[src/rtl/wdt_supervisor.sv]
// Watchdog supervisor: kicks an external 4-bit watchdog, holds system reset after timeouts, locks out after MAX_FAULTS.
// Define WDT_SUPERVISOR_HEARTBEAT_EN to gate each kick on a software heartbeat seen since the previous kick point.
module wdt_supervisor #(
    parameter int KICK_PERIOD = 8,
    parameter int HOLD_CYCLES = 4,
    parameter int MAX_FAULTS  = 3
) (
    input  logic       clk,
    input  logic       rst_n,
    input  logic       enable,
    input  logic       heartbeat,
    input  logic       timeout,
    output logic       restart,
    output logic       wdt_enable,
    output logic       sys_rst_req,
    output logic [1:0] fault_count,
    output logic       locked
);

    typedef enum logic [1:0] {IDLE, RUN, HOLD, LOCK} state_t;

    localparam logic [3:0] KickLast  = 4'(KICK_PERIOD - 1);
    localparam logic [3:0] HoldLast  = 4'(HOLD_CYCLES - 1);
    localparam logic [1:0] FaultMax  = 2'(MAX_FAULTS);

    state_t     r_state;
    logic [3:0] r_kickCnt;
    logic [3:0] r_holdCnt;
    logic       r_restart;
    logic       r_wdtEnable;
    logic       r_sysRstReq;
    logic [1:0] r_faultCount;
    logic       r_locked;
    logic       w_kickPoint;
    logic       w_kickOk;

    assign w_kickPoint = (r_kickCnt == KickLast);

`ifdef WDT_SUPERVISOR_HEARTBEAT_EN
    logic r_hbLatch;

    // Remembers a heartbeat between kick points; a same-cycle heartbeat also counts.
    always_ff @(posedge clk or negedge rst_n) begin
        if (!rst_n) begin
            r_hbLatch <= 1'b0;
        end else if (r_state == RUN) begin
            if (w_kickPoint) begin
                r_hbLatch <= 1'b0;
            end else if (heartbeat) begin
                r_hbLatch <= 1'b1;
            end
        end
    end

    assign w_kickOk = r_hbLatch | heartbeat;
`else
    logic w_unusedHeartbeat;

    assign w_unusedHeartbeat = heartbeat;
    assign w_kickOk          = 1'b1;
`endif

    always_ff @(posedge clk or negedge rst_n) begin
        if (!rst_n) begin
            r_state      <= IDLE;
            r_kickCnt    <= 4'd0;
            r_holdCnt    <= 4'd0;
            r_restart    <= 1'b1;
            r_wdtEnable  <= 1'b0;
            r_sysRstReq  <= 1'b0;
            r_faultCount <= 2'd0;
            r_locked     <= 1'b0;
        end else begin
            case (r_state)
                IDLE: begin
                    r_kickCnt <= 4'd0;
                    if (enable) begin
                        r_state     <= RUN;
                        r_restart   <= 1'b0;
                        r_wdtEnable <= 1'b1;
                    end
                end
                RUN: begin
                    // Timeout outranks both disable and a coinciding kick point.
                    if (timeout) begin
                        r_state     <= HOLD;
                        r_holdCnt   <= 4'd0;
                        r_restart   <= 1'b1;
                        r_wdtEnable <= 1'b0;
                        r_sysRstReq <= 1'b1;
                        if (r_faultCount < FaultMax) begin
                            r_faultCount <= r_faultCount + 2'd1;
                        end
                    end else if (!enable) begin
                        r_state     <= IDLE;
                        r_restart   <= 1'b1;
                        r_wdtEnable <= 1'b0;
                    end else if (w_kickPoint) begin
                        r_kickCnt <= 4'd0;
                        r_restart <= w_kickOk;
                    end else begin
                        r_kickCnt <= r_kickCnt + 4'd1;
                        r_restart <= 1'b0;
                    end
                end
                HOLD: begin
                    if (r_holdCnt == HoldLast) begin
                        if (r_faultCount == FaultMax) begin
                            r_state  <= LOCK;
                            r_locked <= 1'b1;
                        end else if (!enable) begin
                            r_state     <= IDLE;
                            r_sysRstReq <= 1'b0;
                        end else begin
                            r_state     <= RUN;
                            r_kickCnt   <= 4'd0;
                            r_restart   <= 1'b0;
                            r_wdtEnable <= 1'b1;
                            r_sysRstReq <= 1'b0;
                        end
                    end else begin
                        r_holdCnt <= r_holdCnt + 4'd1;
                    end
                end
                LOCK: begin
                    r_state <= LOCK;
                end
                default: begin
                    r_state <= IDLE;
                end
            endcase
        end
    end

    assign restart     = r_restart;
    assign wdt_enable  = r_wdtEnable;
    assign sys_rst_req = r_sysRstReq;
    assign fault_count = r_faultCount;
    assign locked      = r_locked;

endmodule

[config.mk]
export PLATFORM = sky130hd
export DESIGN_NAME = wdt_supervisor
export DESIGN_NICKNAME = d
export VERILOG_FILES = /design/src/rtl/wdt_supervisor.sv
export SDC_FILE = /design/constraint.sdc
export NUM_CORES = 1
export LEC_CHECK = 0
export CAP_MARGIN = 20
export CORE_MARGIN = 2
export CORE_UTILIZATION = 52
export DETAILED_ROUTE_END_ITERATION = 16
export GPL_TIMING_DRIVEN = 1
export PLACE_DENSITY = 0.83
export REMOVE_ABC_BUFFERS = 1
export SYNTH_ARGS = -nofsm -noshare
export SYNTH_HDL_FRONTEND = slang
export SYNTH_SLANG_ARGS = --single-unit
export TNS_END_PERCENT = 10
[constraint.sdc]
create_clock -name clk -period 1.55 [get_ports clk]
set_input_delay 0.31 -clock clk [delete_from_list [all_inputs] [get_ports clk]]
set_output_delay 0.31 -clock clk [all_outputs]
set_load 0.05 [all_outputs]
; Word-level counts from Yosys, hierarchy flattened
; Index checks and enable logic that the tools add are counted.
[totals]
ff_bits = 16
input_bits = 5
[op_classes]
n_addsub = 3
magnitude_cmp = 1
eq_ne = 15
mux = 34
n_reduce_logical = 11
[op_table]
columns = operator, count
row1 = 4-bit two-way mux, 8
row2 = "2-bit != test, second input constant", 8
row3 = 1-bit two-way mux, 15
row4 = 3-bit AND reduction, 5
row5 = 4-bit one-hot mux with 3 select lines, 1
row6 = 2-bit two-way mux, 5
row7 = "4-bit by 1-bit adder with 4-bit output, second input constant", 2
row8 = 2-bit one-hot mux with 4 select lines, 1
row9 = 4-bit one-hot mux with 2 select lines, 1
row10 = 4-bit AND reduction, 2
row11 = "2-bit == test, second input constant", 3
row12 = 1-bit one-hot mux with 3 select lines, 2
row13 = 6-bit AND reduction, 1
row14 = "4-bit by 2-bit == test with 1-bit output, second input constant", 1
row15 = "4-bit by 3-bit == test with 1-bit output, second input constant", 1
row16 = "3-bit != test, second input constant", 1
row17 = 3-bit nonzero test, 1
row18 = "2-bit by 1-bit adder with 2-bit output, second input constant", 1
row19 = "2-bit by 1-bit == test with 1-bit output, second input constant", 1
row20 = 2-bit logical NOT, 1
row21 = "2-bit less-than comparator, second input constant", 1
row22 = 1-bit one-hot mux with 2 select lines, 1
row23 = 2-bit nonzero test, 1

; Depth between registers and ports, before layout
; Gate-level depths: netlist (run 1).
[logic_depth]
word_depth = 5
depth_mapped = 5
depth_no_buf = 5

; Least setup slack after synthesis (run 1)
; Ideal clock, no wire load.
[synth_timing]
path_kind = register to register
start = register r_faultCount[0], in the netlist fault_count[0]
end = register r_faultCount[1], in the netlist fault_count[1]
setup_time_ps = 125
t_arrival_ps = 1463
slack_ps = -38
path_stages_with_launch = 4
path_buffers = 0
period_less_slack_ps = 1588
cell_sequence = dfrtp_1 -> ha_1 -> nor3_2 -> mux2_2
[synth_via]
elab_chain_len = 2
elab_cells_between_ends = 3
classes_between = add/sub: 1 / order compare: 1 / reduce/logical: 1
[synth_rtl]
columns = item, line_no
row1 = start: declaration, 32  ; logic [1:0] r_faultCount;
row2 = start signal: assignment, 92  ; r_faultCount <= r_faultCount + 2'd1;
row3 = 2-bit less-than comparator, 91  ; if (r_faultCount < FaultMax) begin
row4 = 3-bit AND reduction (no line), -
; Parallel ways exist; a longest one is shown, timed or not.
; A chain may end at the register's enable or synchronous reset.

; Final worst setup path (run 1)
[layout_timing]
start = register r_holdCnt[1]
end = register r_state[0]
[layout_via]
elab_chain_len = 3
[layout_rtl]
columns = item, line_no
row1 = start: declaration, 28  ; logic [3:0] r_holdCnt;
row2 = start signal: assignment, 122  ; r_holdCnt <= r_holdCnt + 4'd1;
row3 = 4-bit by 2-bit == test with 1-bit output, 107  ; if (r_holdCnt == HoldLast) begin
row4 = 2-bit != test (no line), -
row5 = 3-bit AND reduction (no line), -
row6 = end signal: assignment, 109  ; r_state <= LOCK;
row7 = end signal: assignment, 112  ; r_state <= IDLE;
row8 = end signal: assignment, 115  ; r_state <= RUN;
row9 = end: declaration, 26  ; state_t r_state;
; No other way between the ends.

==> run summary, run 1 <==
STATUS
------------------------------------------------------------------------------------------------------
Result of the run                                                                            completed

FLOW RUN
------------------------------------------------------------------------------------------------------
Max-cap check violation count                                                                        0

SYNTHESIS
------------------------------------------------------------------------------------------------------
Most common flop cell mapped by yosys                                                     sky130_fd_sc_hd__dfrtp_1
Per-instance average area after synthesis                                                     10.3 µm²
Number of enable-type register cells in the synthesized netlist                                      0
Synth async-reset ratio                                                                           100%
Yosys reg bits                                                                                      16
Count of warnings emitted by yosys                                                                   0
Sequential fraction of the synthesis area                                                        47.4%
Cell count after synthesis                                                                          82
Cell area after synthesis                                                                      847 µm²
Unique cell type count in the Yosys netlist                                                         34

TIMING
------------------------------------------------------------------------------------------------------
Relative max-transition margin                                                                   75.7%
Maximum clock skew at final layout                                                          0.00312 ns
Fmax achieved                                                                                  673 MHz
# setup viols final                                                                                  0
Final clock period utilization by the worst path                                                 95.9%
Worst-Margin Slew                                                                             0.365 ns
Total Neg Setup Slack                                                                             0 ns
Max-slew violations                                                                                  0
Hold Fails Final Rpt                                                                                 0
Setup repair after global routing missed its margin                                              false
Worst hold margin                                                                             0.330 ns
Min Tclk post-route                                                                            1.49 ns

CLOCK TREE
------------------------------------------------------------------------------------------------------
Clock buffer count from CTS                                                                          3
Buffer type at the clock tree root                                                        sky130_fd_sc_hd__clkbuf_4
Source-to-sink clock delay at the later pin of the worst-skew pair                             0.29 ns
Number of levels the H-tree was split into                                                           1
TritonCTS clock tree                                                                             built
Clock transition at the register clock pins on the worst setup and hold paths after CTS        0.09 ns
Number of sinks on the clock net                                                                    16
Max Buffers Root-to-Sink                                                                             2

GRT
------------------------------------------------------------------------------------------------------
Via count of the first global-routing pass                                                         795
Antenna violations before repair                                                                     0
Total grt overflow                                                                                   0
Total routing usage reported by global routing                                                   25.9%
Global-route wire length before repair                                                         3.58 mm
Pin count of the biggest net entering global routing                                                17

DRT
------------------------------------------------------------------------------------------------------
Starting DRC count in detailed routing                                                              29
Drt total wl                                                                                   2.14 mm
Number of remaining DRC errors                                                                       0
Vias per cell                                                                                     6.19
Initial DRT Pass Iterations                                                                          4
Number of routed nets with antenna violations                                                        0
Number of vias after detailed routing                                                              767
WL/cell                                                                                        17.2 µm

POWER
------------------------------------------------------------------------------------------------------
P_leak                                                                                        0.540 nW
VDD IR max                                                                                     1.64 mV
Power consumption                                                                              2.51 mW
Pwr/cell area                                                                              2190 mW/mm²

CRITICAL PATH
------------------------------------------------------------------------------------------------------
Worst Path Required                                                                            1.77 ns
Worst-path maximum fanout                                                                            4
CP endpoint kind                                                                                  flop
Data arrival time of the critical path                                                         1.70 ns
Launching element type of the critical path                                                       flop
Class of the most critical setup path                                                       reg -> reg

WORST HOLD PATH
------------------------------------------------------------------------------------------------------
Path type of the worst min-delay path                                                      in -> async

PLACED DESIGN
------------------------------------------------------------------------------------------------------
Final weighted congestion of routability-driven global placement                                 0.872
Area of placed instances                                                                   0.00110 mm²
Count of port buffers added during placement                                                         9
Post-DP HPWL                                                                                   1.49 mm

FLOORPLAN
------------------------------------------------------------------------------------------------------
Number of top-level design ports                                                                    11
Starting density of the core                                                                     55.6%
Die height                                                                                     44.4 µm
Number of core rows                                                                                 14
Die width                                                                                      44.4 µm
Core Region                                                                                0.00152 mm²
DIE AREA                                                                                   0.00197 mm²

CELLS AND AREA
------------------------------------------------------------------------------------------------------
Syn-to-layout area delta                                                                         35.5%
Final design area excluding fillers                                                        0.00115 mm²
Fin util                                                                                         75.3%
Antenna diode instance count                                                                         0
Nets                                                                                               117
Layout cells sized above 1                                                                       31.5%

-- final timing paths --
path,from,to,slack [ns],cells past startpoint
max,r_holdCnt[1]$_DFFE_PN0P_,r_state[0]$_DFFE_PN0P_,0.06,5
min,rst_n,r_holdCnt[3]$_DFFE_PN0P_,0.33,2
min reg2reg,r_kickCnt[3]$_DFFE_PN0P_,r_kickCnt[3]$_DFFE_PN0P_,0.52,1
max in group asynchronous,rst_n,restart$_DFFE_PN1P_,0.97,2
min in group clk,r_kickCnt[3]$_DFFE_PN0P_,r_kickCnt[3]$_DFFE_PN0P_,0.52,1
max reg2reg,r_holdCnt[1]$_DFFE_PN0P_,r_state[0]$_DFFE_PN0P_,0.06,5
-- registers in the layout, summed over array words and instances, names as in the netlist --
| name | cells |
|---|---|
| fault_count | 2 |
| r_kickCnt | 4 |
| locked | 1 |
| sys_rst_req | 1 |
| wdt_enable | 1 |
| r_holdCnt | 4 |
| r_state | 2 |
| restart | 1 |
-- timing repair --
item | in CTS | in global routing
hold endpoints to repair | 0 | 0
hold buffers | 0 | 0
gates resized for setup | 0 | 0
setup endpoints to repair | 0 | 1
buffers inserted | 0 | 1
-- layout make-up --
type	count	area, µm²
Multi-Input combinational cell	61	415
Sequential cell	16	402
Fill cell	89	377
Timing Repair Buffer	24	263
Clock buffer	4	36.3
Tap cell	16	20.0
Inverter	3	11.3
-- per-layer routing --
layer | up-vias | part of all wire (%) | global-route usage, %
met5 | - | 0 | 0
met4 | 0 | 1.4 | 12.7
met3 | 6 | 5.7 | 4.08
met2 | 34 | 51 | 44.4
met1 | 368 | 41 | 31.6
li1 | 359 | - | -
-- logic make-up (layout without fill, tap and decap cells) --
group | Yosys count | in the layout | share of synthesized area, %
adder cells (fa/ha/maj) | 3 | 3 | 4.43
AO/OA/AOI/OAI | 32 | 32 | 24.5
buffers and inverters | 5 | 31 | 3.54
flip-flops | 16 | 16 | 47.4
AND/OR/NAND/NOR | 24 | 24 | 17.7
XOR/XNOR | 1 | 1 | 1.03
multiplexers | 1 | 1 | 1.33
-- through the flow --
stage | worst slack, ns | std cells
6_report | 0.0638 | 124
5_1_grt | 0.0146 | 124
4_1_cts | 0.0606 | 123
3_5_place_dp | -0.109 | 119
3_3_place_gp | -0.0797 | 119
2_1_floorplan | -0.0380 | 80
-- where the power goes --
group	internal [mW]	switching (mW)
combinational	0.716	0.735
clock	0.143	0.135
sequential	0.586	0.195
-- cell usage in the layout, fill, tap and decap left out, types with 2 or more instances in the layout --
cell type                         synthesis  final
sky130_fd_sc_hd__a21oi_1                 12     12
sky130_fd_sc_hd__a311oi_1                 2      2
sky130_fd_sc_hd__a31oi_1                  2      2
sky130_fd_sc_hd__and3_1                   2      2
sky130_fd_sc_hd__buf_12                   0      6
sky130_fd_sc_hd__buf_4                    0     15
sky130_fd_sc_hd__clkbuf_4                 0      3
sky130_fd_sc_hd__clkdlybuf4s50_1          0      3
sky130_fd_sc_hd__dfrtp_1                 15     15
sky130_fd_sc_hd__ha_1                     3      3
sky130_fd_sc_hd__inv_1                    3      3
sky130_fd_sc_hd__nand2_1                  6      6
sky130_fd_sc_hd__nand2b_2                 2      2
sky130_fd_sc_hd__nor2_1                   5      5
sky130_fd_sc_hd__o21ai_0                  4      4
sky130_fd_sc_hd__o22ai_1                  2      2
sky130_fd_sc_hd__o2bb2ai_1                3      3
-- worst max-delay path, cell delays in order (launching register included) --
cell and delay [ns]:
sky130_fd_sc_hd__dfrtp_1 0.37, sky130_fd_sc_hd__ha_1 0.22, sky130_fd_sc_hd__or3b_1 0.44, sky130_fd_sc_hd__nand2_1 0.09, sky130_fd_sc_hd__o21ai_0 0.10, sky130_fd_sc_hd__a21oi_1 0.19
-- cell usage after synthesis, drive strengths merged (2+ instances only) --
cell type | n | share of area (%)
inv | 3 | 1.3
a31oi | 2 | 1.5
o2bb2ai | 3 | 3.1
nand2 | 6 | 2.7
nor3 | 2 | 1.8
o21ai | 4 | 2.4
o22ai | 2 | 1.5
ha | 3 | 4.4
and3 | 2 | 1.5
a311oi | 2 | 2.1
nor2 | 5 | 2.2
dfrtp | 15 | 44
a21oi | 12 | 7.1
nand2b | 2 | 2.1
(Power assumes the default switching activity.)
==> inputs of run 2 (changes only) <==
--- a/config.mk
+++ b/config.mk
@@ -8,10 +8,12 @@
 export CAP_MARGIN = 20
 export CORE_MARGIN = 2
 export CORE_UTILIZATION = 52
+export CTS_CLUSTER_SIZE = 20
 export DETAILED_ROUTE_END_ITERATION = 16
 export GPL_TIMING_DRIVEN = 1
 export PLACE_DENSITY = 0.83
 export REMOVE_ABC_BUFFERS = 1
+export SLEW_MARGIN = 15
 export SYNTH_ARGS = -nofsm -noshare
 export SYNTH_HDL_FRONTEND = slang
 export SYNTH_SLANG_ARGS = --single-unit
==> results of run 2 <==
Same layout as run 1: the final DEF is identical, and so are final timing and power.
